### src/rtl/pipe_pkg.sv
// pipe_pkg: shared widths, NOP encoding and entry bundle for pipeline stage registers.
// Latency: n/a (declarations only).
// Backpressure: n/a.
package pipe_pkg;

  localparam int unsigned PIPE_PC_W   = 32;
  localparam int unsigned PIPE_DATA_W = 32;

  // Payload presented downstream when a stage holds nothing (all-zero bubble).
  localparam logic [PIPE_DATA_W-1:0] PIPE_NOP = '0;

  // One held entry at the default widths; stages built with other widths mirror this layout.
  typedef struct packed {
    logic [PIPE_PC_W-1:0]   pc;
    logic [PIPE_DATA_W-1:0] data;
  } pipe_entry_t;

endpackage

### src/rtl/pipe_sat_counter.sv
// pipe_sat_counter: W-bit event counter that sticks at all-ones, cleared by reset.
// Latency: count reflects an increment one cycle after i_inc.
// Backpressure: none; counts every cycle i_inc is high.
// Only compiled into builds with PIPE_STAGE_PERF_EN, the sole user of this block.
`ifdef PIPE_STAGE_PERF_EN
module pipe_sat_counter #(
  parameter int unsigned W = 32
) (
  input  logic         clk,
  input  logic         rst_n,
  input  logic         i_inc,
  output logic [W-1:0] o_cnt
);

  logic [W-1:0] r_cnt;

  // Increment on each event until the counter reaches all-ones, then hold.
  always_ff @(posedge clk or negedge rst_n) begin
    if (!rst_n) begin
      r_cnt <= '0;
    end else if (i_inc && (r_cnt != {W{1'b1}})) begin
      r_cnt <= r_cnt + W'(1);
    end
  end

  assign o_cnt = r_cnt;

endmodule
`endif

### src/rtl/pipe_skid_stage_reg.sv
// pipe_skid_stage_reg: PC+payload pipeline register, valid/ready with a 2-entry skid buffer.
// Latency: 1 cycle from acceptance into an empty stage to out_*; 1 entry/cycle with out_ready=1.
// Backpressure: in_ready = ~skid_valid from a flop, no combinational ready path; flush wins.
// Optional: define PIPE_STAGE_PERF_EN to add saturating stall_cnt / flush_cnt outputs.
module pipe_skid_stage_reg
  import pipe_pkg::*;
#(
  parameter int unsigned       PC_W      = PIPE_PC_W,
  parameter int unsigned       DATA_W    = PIPE_DATA_W,
  parameter logic [DATA_W-1:0] NOP_VALUE = DATA_W'(PIPE_NOP)
) (
  input  logic              clk,
  input  logic              rst_n,
  input  logic              flush,
  input  logic              in_valid,
  output logic              in_ready,
  input  logic [PC_W-1:0]   in_pc,
  input  logic [DATA_W-1:0] in_data,
  output logic              out_valid,
  input  logic              out_ready,
  output logic [PC_W-1:0]   out_pc,
  output logic [DATA_W-1:0] out_data
`ifdef PIPE_STAGE_PERF_EN
  ,
  output logic [31:0]       stall_cnt,
  output logic [31:0]       flush_cnt
`endif
);

  // Same layout as pipe_entry_t, sized by this instance's parameters.
  typedef struct packed {
    logic [PC_W-1:0]   pc;
    logic [DATA_W-1:0] data;
  } entry_t;

  logic   r_m_vld;
  logic   r_s_vld;
  entry_t r_m;
  entry_t r_s;

  logic   w_acc;
  logic   w_pop;
  entry_t w_in;

  assign w_in  = '{pc: in_pc, data: in_data};
  assign w_acc = in_valid & ~r_s_vld;
  assign w_pop = r_m_vld & out_ready;

  // Main/skid occupancy update; skid only fills when main is stalled, so order stays FIFO.
  always_ff @(posedge clk or negedge rst_n) begin
    if (!rst_n) begin
      r_m_vld <= 1'b0;
      r_s_vld <= 1'b0;
      r_m     <= '0;
      r_s     <= '0;
    end else if (flush) begin
      r_m_vld <= 1'b0;
      r_s_vld <= 1'b0;
    end else if (!r_m_vld) begin
      if (w_acc) begin
        r_m     <= w_in;
        r_m_vld <= 1'b1;
      end
    end else if (!r_s_vld) begin
      if (w_pop && w_acc) begin
        r_m <= w_in;
      end else if (w_pop) begin
        r_m_vld <= 1'b0;
      end else if (w_acc) begin
        r_s     <= w_in;
        r_s_vld <= 1'b1;
      end
    end else if (w_pop) begin
      r_m     <= r_s;
      r_s_vld <= 1'b0;
    end
  end

  assign in_ready  = ~r_s_vld;
  assign out_valid = r_m_vld;
  assign out_pc    = r_m_vld ? r_m.pc   : '0;
  assign out_data  = r_m_vld ? r_m.data : NOP_VALUE;

`ifdef PIPE_STAGE_PERF_EN
  logic w_stall_inc;
  logic w_flush_inc;

  assign w_stall_inc = in_valid & ~r_s_vld ? 1'b0 : in_valid;
  assign w_flush_inc = flush & (r_m_vld | r_s_vld);

  pipe_sat_counter #(.W(32)) u_stall_cnt (
    .clk   (clk),
    .rst_n (rst_n),
    .i_inc (w_stall_inc),
    .o_cnt (stall_cnt)
  );

  pipe_sat_counter #(.W(32)) u_flush_cnt (
    .clk   (clk),
    .rst_n (rst_n),
    .i_inc (w_flush_inc),
    .o_cnt (flush_cnt)
  );
`endif

endmodule

### config.mk
export PLATFORM = sky130hd
export DESIGN_NAME = pipe_skid_stage_reg
export DESIGN_NICKNAME = d
export VERILOG_FILES = /design/src/rtl/pipe_pkg.sv /design/src/rtl/pipe_sat_counter.sv /design/src/rtl/pipe_skid_stage_reg.sv
export SDC_FILE = /design/constraint.sdc
export NUM_CORES = 1
export LEC_CHECK = 0
export ABC_AREA = 1
export BUFFER_PORTS_ARGS = -buffer_cell sky130_fd_sc_hd__buf_2
export CAP_MARGIN = 5
export CELL_PAD_IN_SITES_DETAIL_PLACEMENT = 0
export CELL_PAD_IN_SITES_GLOBAL_PLACEMENT = 1
export CORE_AREA = 2 2 140 142
export CTS_CLUSTER_DIAMETER = 60
export DETAILED_ROUTE_END_ITERATION = 6
export DIE_AREA = 0 0 142 144
export PLACE_DENSITY = 0.77
export SLEW_MARGIN = 10
export SYNTH_ARGS = -nofsm -noshare
export SYNTH_HDL_FRONTEND = slang
export SYNTH_HIERARCHICAL = 1
export SYNTH_SLANG_ARGS = --single-unit
export TNS_END_PERCENT = 100
### constraint.sdc
create_clock -name clk -period 1.3 [get_ports clk]
set_clock_uncertainty 0.1 [all_clocks]
set_input_delay 0.13 -clock clk [delete_from_list [all_inputs] [get_ports clk]]
set_output_delay 0.13 -clock clk [all_outputs]
set_load 0.02 [all_outputs]
**Word-level counts from Yosys, hierarchy flattened**

Cells that the tools add are included.

- Eq/ne operators: 2
- Mux-type cells: 18
- Bitwise logic cells: 6
- Reductions and logical operators: 5

Operator list:

| kind | count |
|---|---|
| $mux 64 | 5 |
| $mux 32 | 2 |
| $mux 1 | 11 |
| $reduce_and 6->1 | 1 |
| $not 1->1 | 4 |
| $reduce_and 4->1 | 1 |
| $reduce_bool 2->1 | 2 |
| $ne 3x1->1 const B | 1 |
| $ne 3x2->1 const B | 1 |
| $and 1x1->1 | 2 |
| $logic_and 1x1->1 | 1 |

- Bits in registers: 130
- Input bits: 69
- Output and inout port bits: 66
- Word-level logic and storage cells: 37

**Logic depth before layout (Yosys ltp)**

Gate-level depths: netlist of run 1.

- Word-level depth: 8
- Mapped depth: 8
- Gate-level depth less buffers: 7

**Worst setup path after synthesis of run 1**

OpenSTA, ideal clock, no wires.

- Path kind: register to output
- Start: register r_m_vld, in the netlist out_valid
- End: output out_data[10]
- Data arrival time: 1.310 ns
- Setup slack: -0.240 ns
- Stages on the path, launching flop included: 7
- Buffers on the path: 4
- Cell sequence: dfrtp_1 buf_4 buf_4 buf_2 buf_2 nand2_1 inv_1

- Word-level cells in the longest chain between the ends: 1

Ends and longest elaborated chain:

| what | line | RTL |
|---|---|---|
| from (decl) | pipe_skid_stage_reg.sv:36 | `logic r_m_vld;` |
| from (signal assigned) | pipe_skid_stage_reg.sv:52 | `r_m_vld <= 1'b0;` |
| from (signal assigned) | pipe_skid_stage_reg.sv:57 | `r_m_vld <= 1'b0;` |
| from (signal assigned) | pipe_skid_stage_reg.sv:62 | `r_m_vld <= 1'b1;` |
| $mux 32 | pipe_skid_stage_reg.sv:82 | `assign out_data = r_m_vld ? r_m.data : NOP_VALUE;` |
| to (decl) | pipe_skid_stage_reg.sv:22 | `output logic [DATA_W-1:0] out_data` |

No other way between the ends.

**Worst setup path in the final report of run 1**

- Start: register r_m_vld, in the netlist out_valid
- End: register r_m[56] in the netlist's numbering

- Word-level cells in the longest chain between the ends: 4
- Elaborated cells between the ends (all ways): 7
- Those cells by class: eq/ne (2); mux (1); bitwise (1); reduce/logical (3)

Ends and longest elaborated chain:

| what | line | RTL |
|---|---|---|
| $and 1x1->1 | pipe_skid_stage_reg.sv:47 | `assign w_pop = r_m_vld & out_ready;` |
| $logic_and 1x1->1 | pipe_skid_stage_reg.sv:65 | `if (w_pop && w_acc) begin` |
| $ne 3x1->1 (no source line) | n/a |  |
| $reduce_and 4->1 (no source line) | n/a |  |
| to (signal assigned) | pipe_skid_stage_reg.sv:61 | `r_m <= w_in;` |
| to (signal assigned) | pipe_skid_stage_reg.sv:66 | `r_m <= w_in;` |
| to (signal assigned) | pipe_skid_stage_reg.sv:74 | `r_m <= r_s;` |
| to (decl) | pipe_skid_stage_reg.sv:38 | `entry_t r_m;` |

Several ways; a longest one is shown, not always the timed one.
A chain may end at the register's enable or synchronous reset.

==> results of run 1 <==
==> power breakdown <==
part / internal (uW) / switching, uW
combinational: 2500 / 2590
sequential: 5220 / 908
clock: 2690 / 1720
total: 10400 / 5230
==> layout make-up <==
type                    count  area share, %
inverters                 133          4.662
clock inverters             7         0.5498
repair buffers            300          29.55
multi-input cells         593          28.40
well taps                 238          2.726
flip-flops and latches    130          29.82
clock buffers              23          4.284
==> per-layer routing <==
metal | wire, um | GRT usage, %
met4 | 364 | 7.368
met1 | 10090 | 28.60
met3 | 869 | 3.311
met5 | 0 | 0
met2 | 10730 | 35.29
==> tightest hold or removal path, cell delays in order <==
cell and delay [ns]:
buf_2 0.12, inv_1 0.09, nor2_4 0.06, nor2_1 0.11, a21oi_2 0.04
==> path summary, 6_finish.rpt <==
path,startpoint,endpoint,slack (ns),cells after the start
max,out_valid,r_m[56],-0.44,8
min,in_valid,out_valid,0.06,5
max reg2reg,out_valid,r_m[56],-0.44,8
min reg2reg,r_m[8],r_m[8],0.37,2
max in group asynchronous,rst_n,r_s[24],0.45,3
min in group asynchronous,rst_n,r_s[60],0.07,2
==> state kept, by name (all words and copies together) (netlist names) <==
register   count
out_valid      1
r_s           64
r_s_vld        1
r_m           64
==> through the flow <==
step | instance area, sq um | hold WS [ns] | setup TNS [ns] | total power (uW)
global route | 10920 | 0.08183 | -79.95 | 16480
floorplan | 6734 | -0.2656 | -4.578 | 8094
finish | 10920 | 0.05992 | -68.60 | 15630
global placement | 7715 | -0.05844 | -10.33 | 9150
CTS | 10570 | 0.01712 | -72.44 | 15180
detailed placement | 7715 | -0.05309 | -15.60 | 9231
==> cell families after synthesis <==
group	count (synthesis)
AOI/OAI and AO/OA	67
buffers and inverters	197
DFF	130
and+or+nand+nor	525
==> placed cells by master, fill, tap and decap left out, drive strengths merged <==
master | Yosys | final
clkinv | 0 | 8
bufbuf | 0 | 1
clkbuf | 6 | 31
o21ai | 65 | 65
dlygate4sd3 | 0 | 68
bufinv | 0 | 1
nand3 | 129 | 129
nand4 | 1 | 1
dfrtp | 130 | 130
buf | 58 | 223
a21oi | 2 | 2
inv | 133 | 131
nand2 | 392 | 393
nor2 | 3 | 3
==> what timing repair did <==
item | 4_1_cts | 5_1_grt
hold endpoints to repair | 260 | 0
resized for setup | 242 | 87
pin swaps | 11 | 7
setup endpoints to repair | 195 | 196
cloned | 21 | 10
hold buffers | 68 | 0
setup buffers | 36 | 6
==> impl_metrics.json, run 1 <==
{
  "worstSetupStartpointType": "register",
  "setup_viol_count_final": 194,
  "synth_edf_count": 0,
  "critical_path.max_stage_delay_ns": 0.52,
  "port_buffers": 134,
  "timing.slew.headroom_pct": 77.16,
  "dpl_worst_slack_ns": -0.1750,
  "register_area_sq_mm": 0.003258,
  "syn_area_sq_mm": 0.006660,
  "syn2layout_area_growth_pct": 64.02,
  "fillers": 1692,
  "path_class": "reg -> reg",
  "start_util_pct": 34.91,
  "grt_pass1_vias": 6499,
  "syn_area_per_cell_sq_um": 7.247,
  "ys_seq_area_share_pct": 48.84,
  "worstMarginPinSlew_ns": 0.3426,
  "synth.area.mux_share_pct": 0,
  "fmax_mhz": 576.1,
  "cts_buffers": 17,
  "synth_ff_type": "dfrtp_1",
  "synth_warnings": 6,
  "end_kind": "register",
  "vias_per_cell": 4.702,
  "layout_setup_ws_ns": -0.4358,
  "synthTopCellsByCount": "390 x nand2_1, 132 x inv_1, 130 x dfrtp_1",
  "clock-sinks": 130,
  "synth_seq_cells": 130,
  "floorplan.io_pins": 135,
  "synth_cells": 919,
  "yosys.area_share.simple_pct": 32.24,
  "cp_max_fo": 6,
  "wire_per_inst_um": 15.49,
  "drt-total-wl_um": 22060,
  "critPathSlowestCell": "dfrtp_4",
  "nNetsFinal": 1244,
  "cp.required_ns": 1.50,
  "cap_viol_max_count": 0,
  "grt_start_max_net_pins": 46,
  "crit_buf_inv": 4,
  "grt_pass1_wl_um": 33900,
  "core_region_area_sq_mm": 0.01908,
  "fin_cells": 1424,
  "die_h_um": 144,
  "first_pass_iters": 5,
  "cp_top_family": "buffers and inverters",
  "final_util_pct": 57.26,
  "synth-xor-area-share_pct": 0,
  "cts-root-buf": "clkbuf_16",
  "synth-compound-area-share_pct": 5.035,
  "cts_max_path_buffers": 2,
  "worstPathCellList": "buf_6, buf_6, nand2_4, nand2_8, clkbuf_16, clkbuf_16, nand3_1, nand2_1",
  "drv_slew": 0,
  "yosysMostFrequentCell": "nand2_1",
  "die_area_sq_mm": 0.02045,
  "cts_tree": "yes",
  "layout_min_cycle_time_ns": 1.736,
  "power.static_leakage_uw": 0.006188,
  "grtUsageTotal_pct": 21.32,
  "peakVddDrop_mv": 0.9131,
  "globalplace.congestion": 0.7397,
  "synth.distinct_cells": 16,
  "drcViolationCount": 0,
  "rsz0062_at_grt": "true",
  "antenna_left": 0,
  "vias": 6695,
  "row_count": 51,
  "arrival_ns": 1.94,
  "yosysTopAreaCellShare_pct": 48.84,
  "die_w_um": 142,
  "cts_max_level": 4,
  "cts.clk_slew.worst_paths_ns": 0.05,
  "dpl.cell_count": 1265,
  "n_antenna_cell": 0,
  "synthTopCellsByArea": "dfrtp_1 49%, nand2_1 22%, nand3_1 9.7%, inv_1 7.4%, o21ai_1 4.8%",
  "antenna_found_initial": 0,
  "hold_viol_final": 0,
  "fin_crit_sh_pct": 133.5,
  "hpwl_um": 11150,
  "outcome": "finished with violations",
  "yosys.area_share.adder_pct": 0,
  "synth_top_family_by_area": "simple AND/OR/NAND/NOR gates",
  "drtIter0Drc": 330,
  "yosysTopAreaCell": "dfrtp_1",
  "clock_latency_ns": 0.42,
  "violations": "setup timing",
  "synth-async-reset-ratio_pct": 100.0,
  "holdCritPathClass": "in -> reg",
  "syn-num-nets": 988,
  "grt_overflow": 0,
  "p_per_area_mw_per_mm2": 1431,
  "multi_input_area_sq_mm": 0.003103,
  "drive_gt1_share_pct": 37.86
}
Note: power is estimated with default switching activity, not from simulation.
==> run 2, diff against run 1 <==
--- a/config.mk
+++ b/config.mk
@@ -10,11 +10,11 @@
 export CAP_MARGIN = 5
 export CELL_PAD_IN_SITES_DETAIL_PLACEMENT = 0
 export CELL_PAD_IN_SITES_GLOBAL_PLACEMENT = 1
-export CORE_AREA = 2 2 140 142
+export CORE_AREA = 2 2 133 135
 export CTS_CLUSTER_DIAMETER = 60
 export DETAILED_ROUTE_END_ITERATION = 6
-export DIE_AREA = 0 0 142 144
-export PLACE_DENSITY = 0.77
+export DIE_AREA = 0 0 135 137
+export PLACE_DENSITY = 0.81
 export SLEW_MARGIN = 10
 export SYNTH_ARGS = -nofsm -noshare
 export SYNTH_HDL_FRONTEND = slang
==> constraint.sdc (replaced) <==
create_clock -name clk -period 1.7 [get_ports clk]
set_clock_uncertainty 0.1 [all_clocks]
set_input_delay 0.17 -clock clk [delete_from_list [all_inputs] [get_ports clk]]
set_output_delay 0.17 -clock clk [all_outputs]
set_load 0.02 [all_outputs]
==> impl_metrics.json, run 2 (same netlist as run 1, synthesis figures left out) <==
{
  "critical_path.max_stage_delay_ns": 0.54,
  "layout_min_cycle_time_ns": 1.708,
  "globalplace.congestion": 0.7521,
  "fmax_mhz": 585.5,
  "cp.required_ns": 1.43,
  "cts_max_level": 4,
  "cts_buffers": 17,
  "drt-total-wl_um": 18410,
  "hold_viol_final": 0,
  "row_count": 48,
  "floorplan.io_pins": 135,
  "core_region_area_sq_mm": 0.01706,
  "final_util_pct": 53.51,
  "multi_input_area_sq_mm": 0.002527,
  "vias_per_cell": 4.620,
  "place_area_sq_mm": 0.007551,
  "cap_viol_max_count": 0,
  "antenna_left": 0,
  "grt_start_max_net_pins": 59,
  "peakVddDrop_mv": 0.7508,
  "drv_slew": 0,
  "die_area_sq_mm": 0.01850,
  "grt_pass1_vias": 5722,
  "die_w_um": 135,
  "grt_overflow": 0,
  "cts.clk_slew.worst_paths_ns": 0.06,
  "start_util_pct": 39.05,
  "power.static_leakage_uw": 0.005482,
  "fillers": 1662,
  "cp_max_fo": 29,
  "arrival_ns": 1.44,
  "grt_pass1_wl_um": 28860,
  "reg_top3": "r_m (64), r_s (64)",
  "n_antenna_cell": 0,
  "vias": 6218,
  "worstMarginPinSlew_ns": 0.3763,
  "holdCritPathClass": "in -> async",
  "clock_latency_ns": 0.41,
  "layout_commonest_cell": "nand2_1",
  "fin_area_sq_mm": 0.009128,
  "end_kind": "output pin",
  "drive_gt1_share_pct": 19.27,
  "register_area_sq_mm": 0.003258,
  "cp_top_family": "flip-flops",
  "antenna_found_initial": 0,
  "outcome": "finished with violations",
  "p_per_area_mw_per_mm2": 1197,
  "syn2layout_area_growth_pct": 37.05,
  "drtIter0Drc": 456,
  "rsz0062_at_grt": "true",
  "cts_tree": "yes",
  "p_sw_share_pct": 31.14,
  "cts_max_path_buffers": 2,
  "layout_common_cells": "376 x nand2_1, 131 x inv_1, 128 x nand3_1, 128 x dfrtp_1, 113 x buf_2",
  "cts-root-buf": "clkbuf_16",
  "combPwrFrac_pct": 25.1,
  "setup_viol_count_final": 1,
  "critPathSlowestCell": "dfrtp_4",
  "violations": "setup timing",
  "timing.slew.headroom_pct": 74.91,
  "crit_buf_inv": 3,
  "first_pass_iters": 5,
  "worstPathCellList": "buf_16, nand2_1, inv_1, buf_4",
  "clockPowerShare_pct": 33.7,
  "seq_power_share_pct": 41.1,
  "layout_setup_ws_ns": -0.007815,
  "p_int_uw": 7526,
  "grtUsageTotal_pct": 19.85,
  "wire_per_inst_um": 13.68,
  "nNetsFinal": 1178,
  "fin_crit_sh_pct": 100.5,
  "die_h_um": 137,
  "clock-sinks": 130,
  "port_buffers": 134,
  "power_switching_uw": 3404,
  "worstSetupStartpointType": "register",
  "drcViolationCount": 0,
  "hpwl_um": 10570,
  "path_class": "reg -> out"
}
run 2: cell count changes in the layout (fill, tap and decap cells not counted), moves of 27 or more:
cell / change
nand2_2: -27
nand2_4: -42
inv_1: +63
o21ai_2: -28
nand2_1: +71
inv_2: -61
buf_6: -51
o21ai_1: +27
run 2: repair_timing:
action | CTS | global route
pin swaps | 0 | 0
buffers inserted | 2 | 1
hold buffers | 68 | 0
endpoints found under the hold margin | 227 | 0
gates cloned | 2 | 3
resized for setup | 12 | 42
endpoints found under the setup margin | 66 | 103
run 2: cell type report:
cell class	instances	share of cell area, %
Clock buffer	27	5.730
Clock inverter	4	0.7676
Inverter	133	5.470
Multi-Input combinational cell	592	27.69
Sequential cell	130	35.70
Tap cell	225	3.084
Timing Repair Buffer	235	21.56
run 2: layer usage:
layer	part of all wire (%)	global-route usage [%]
met4	2.3	7.060
met2	47	32.01
met3	4.7	3.000
met1	46	27.31
met5	0	0
run 2: worst reg2reg max path: cells and delay by family (launching register included):
kind	cells	cell delay, ns
flops	1	0.54
buf+inv	3	0.53
simple gates	5	0.40
run 2: final timing paths:
path | from | to | slack [ns] | cells after the start
min | rst_n | r_s[40] | 0.06 | 2
min in group clk | r_m[16] | r_m[16] | 0.37 | 2
max in group asynchronous | rst_n | r_s[11] | 0.88 | 3
min reg2reg | r_m[16] | r_m[16] | 0.37 | 2
max | out_valid | out_pc[8] | -0.008 | 4
max reg2reg | out_valid | r_m[10] | 0.07 | 8
run 2: power by group through the flow:
stage	clock network [uW]	logic, uW	registers [uW]
after global routing	3890	3110	4610
after detailed placement	0	2390	4510
final	3690	2740	4500
after floorplan	0	1720	4380
after global placement	0	2350	4490
after CTS	3740	2620	4480
run 2: stage by stage:
stage	hold WS, ns	power (uW)	setup TNS [ns]	cells	setup slack, ns
finish	0.05554	10930	-0.007815	1346	-0.007815
detailed placement	-0.08609	6900	0	1239	0.1803
floorplan	-0.2256	6102	0	919	0.1203
global route	0.05983	11600	-2.529	1346	-0.06403
CTS	0.03928	10840	-0.05350	1342	-0.01556
global placement	-0.08540	6841	0	1239	0.1848
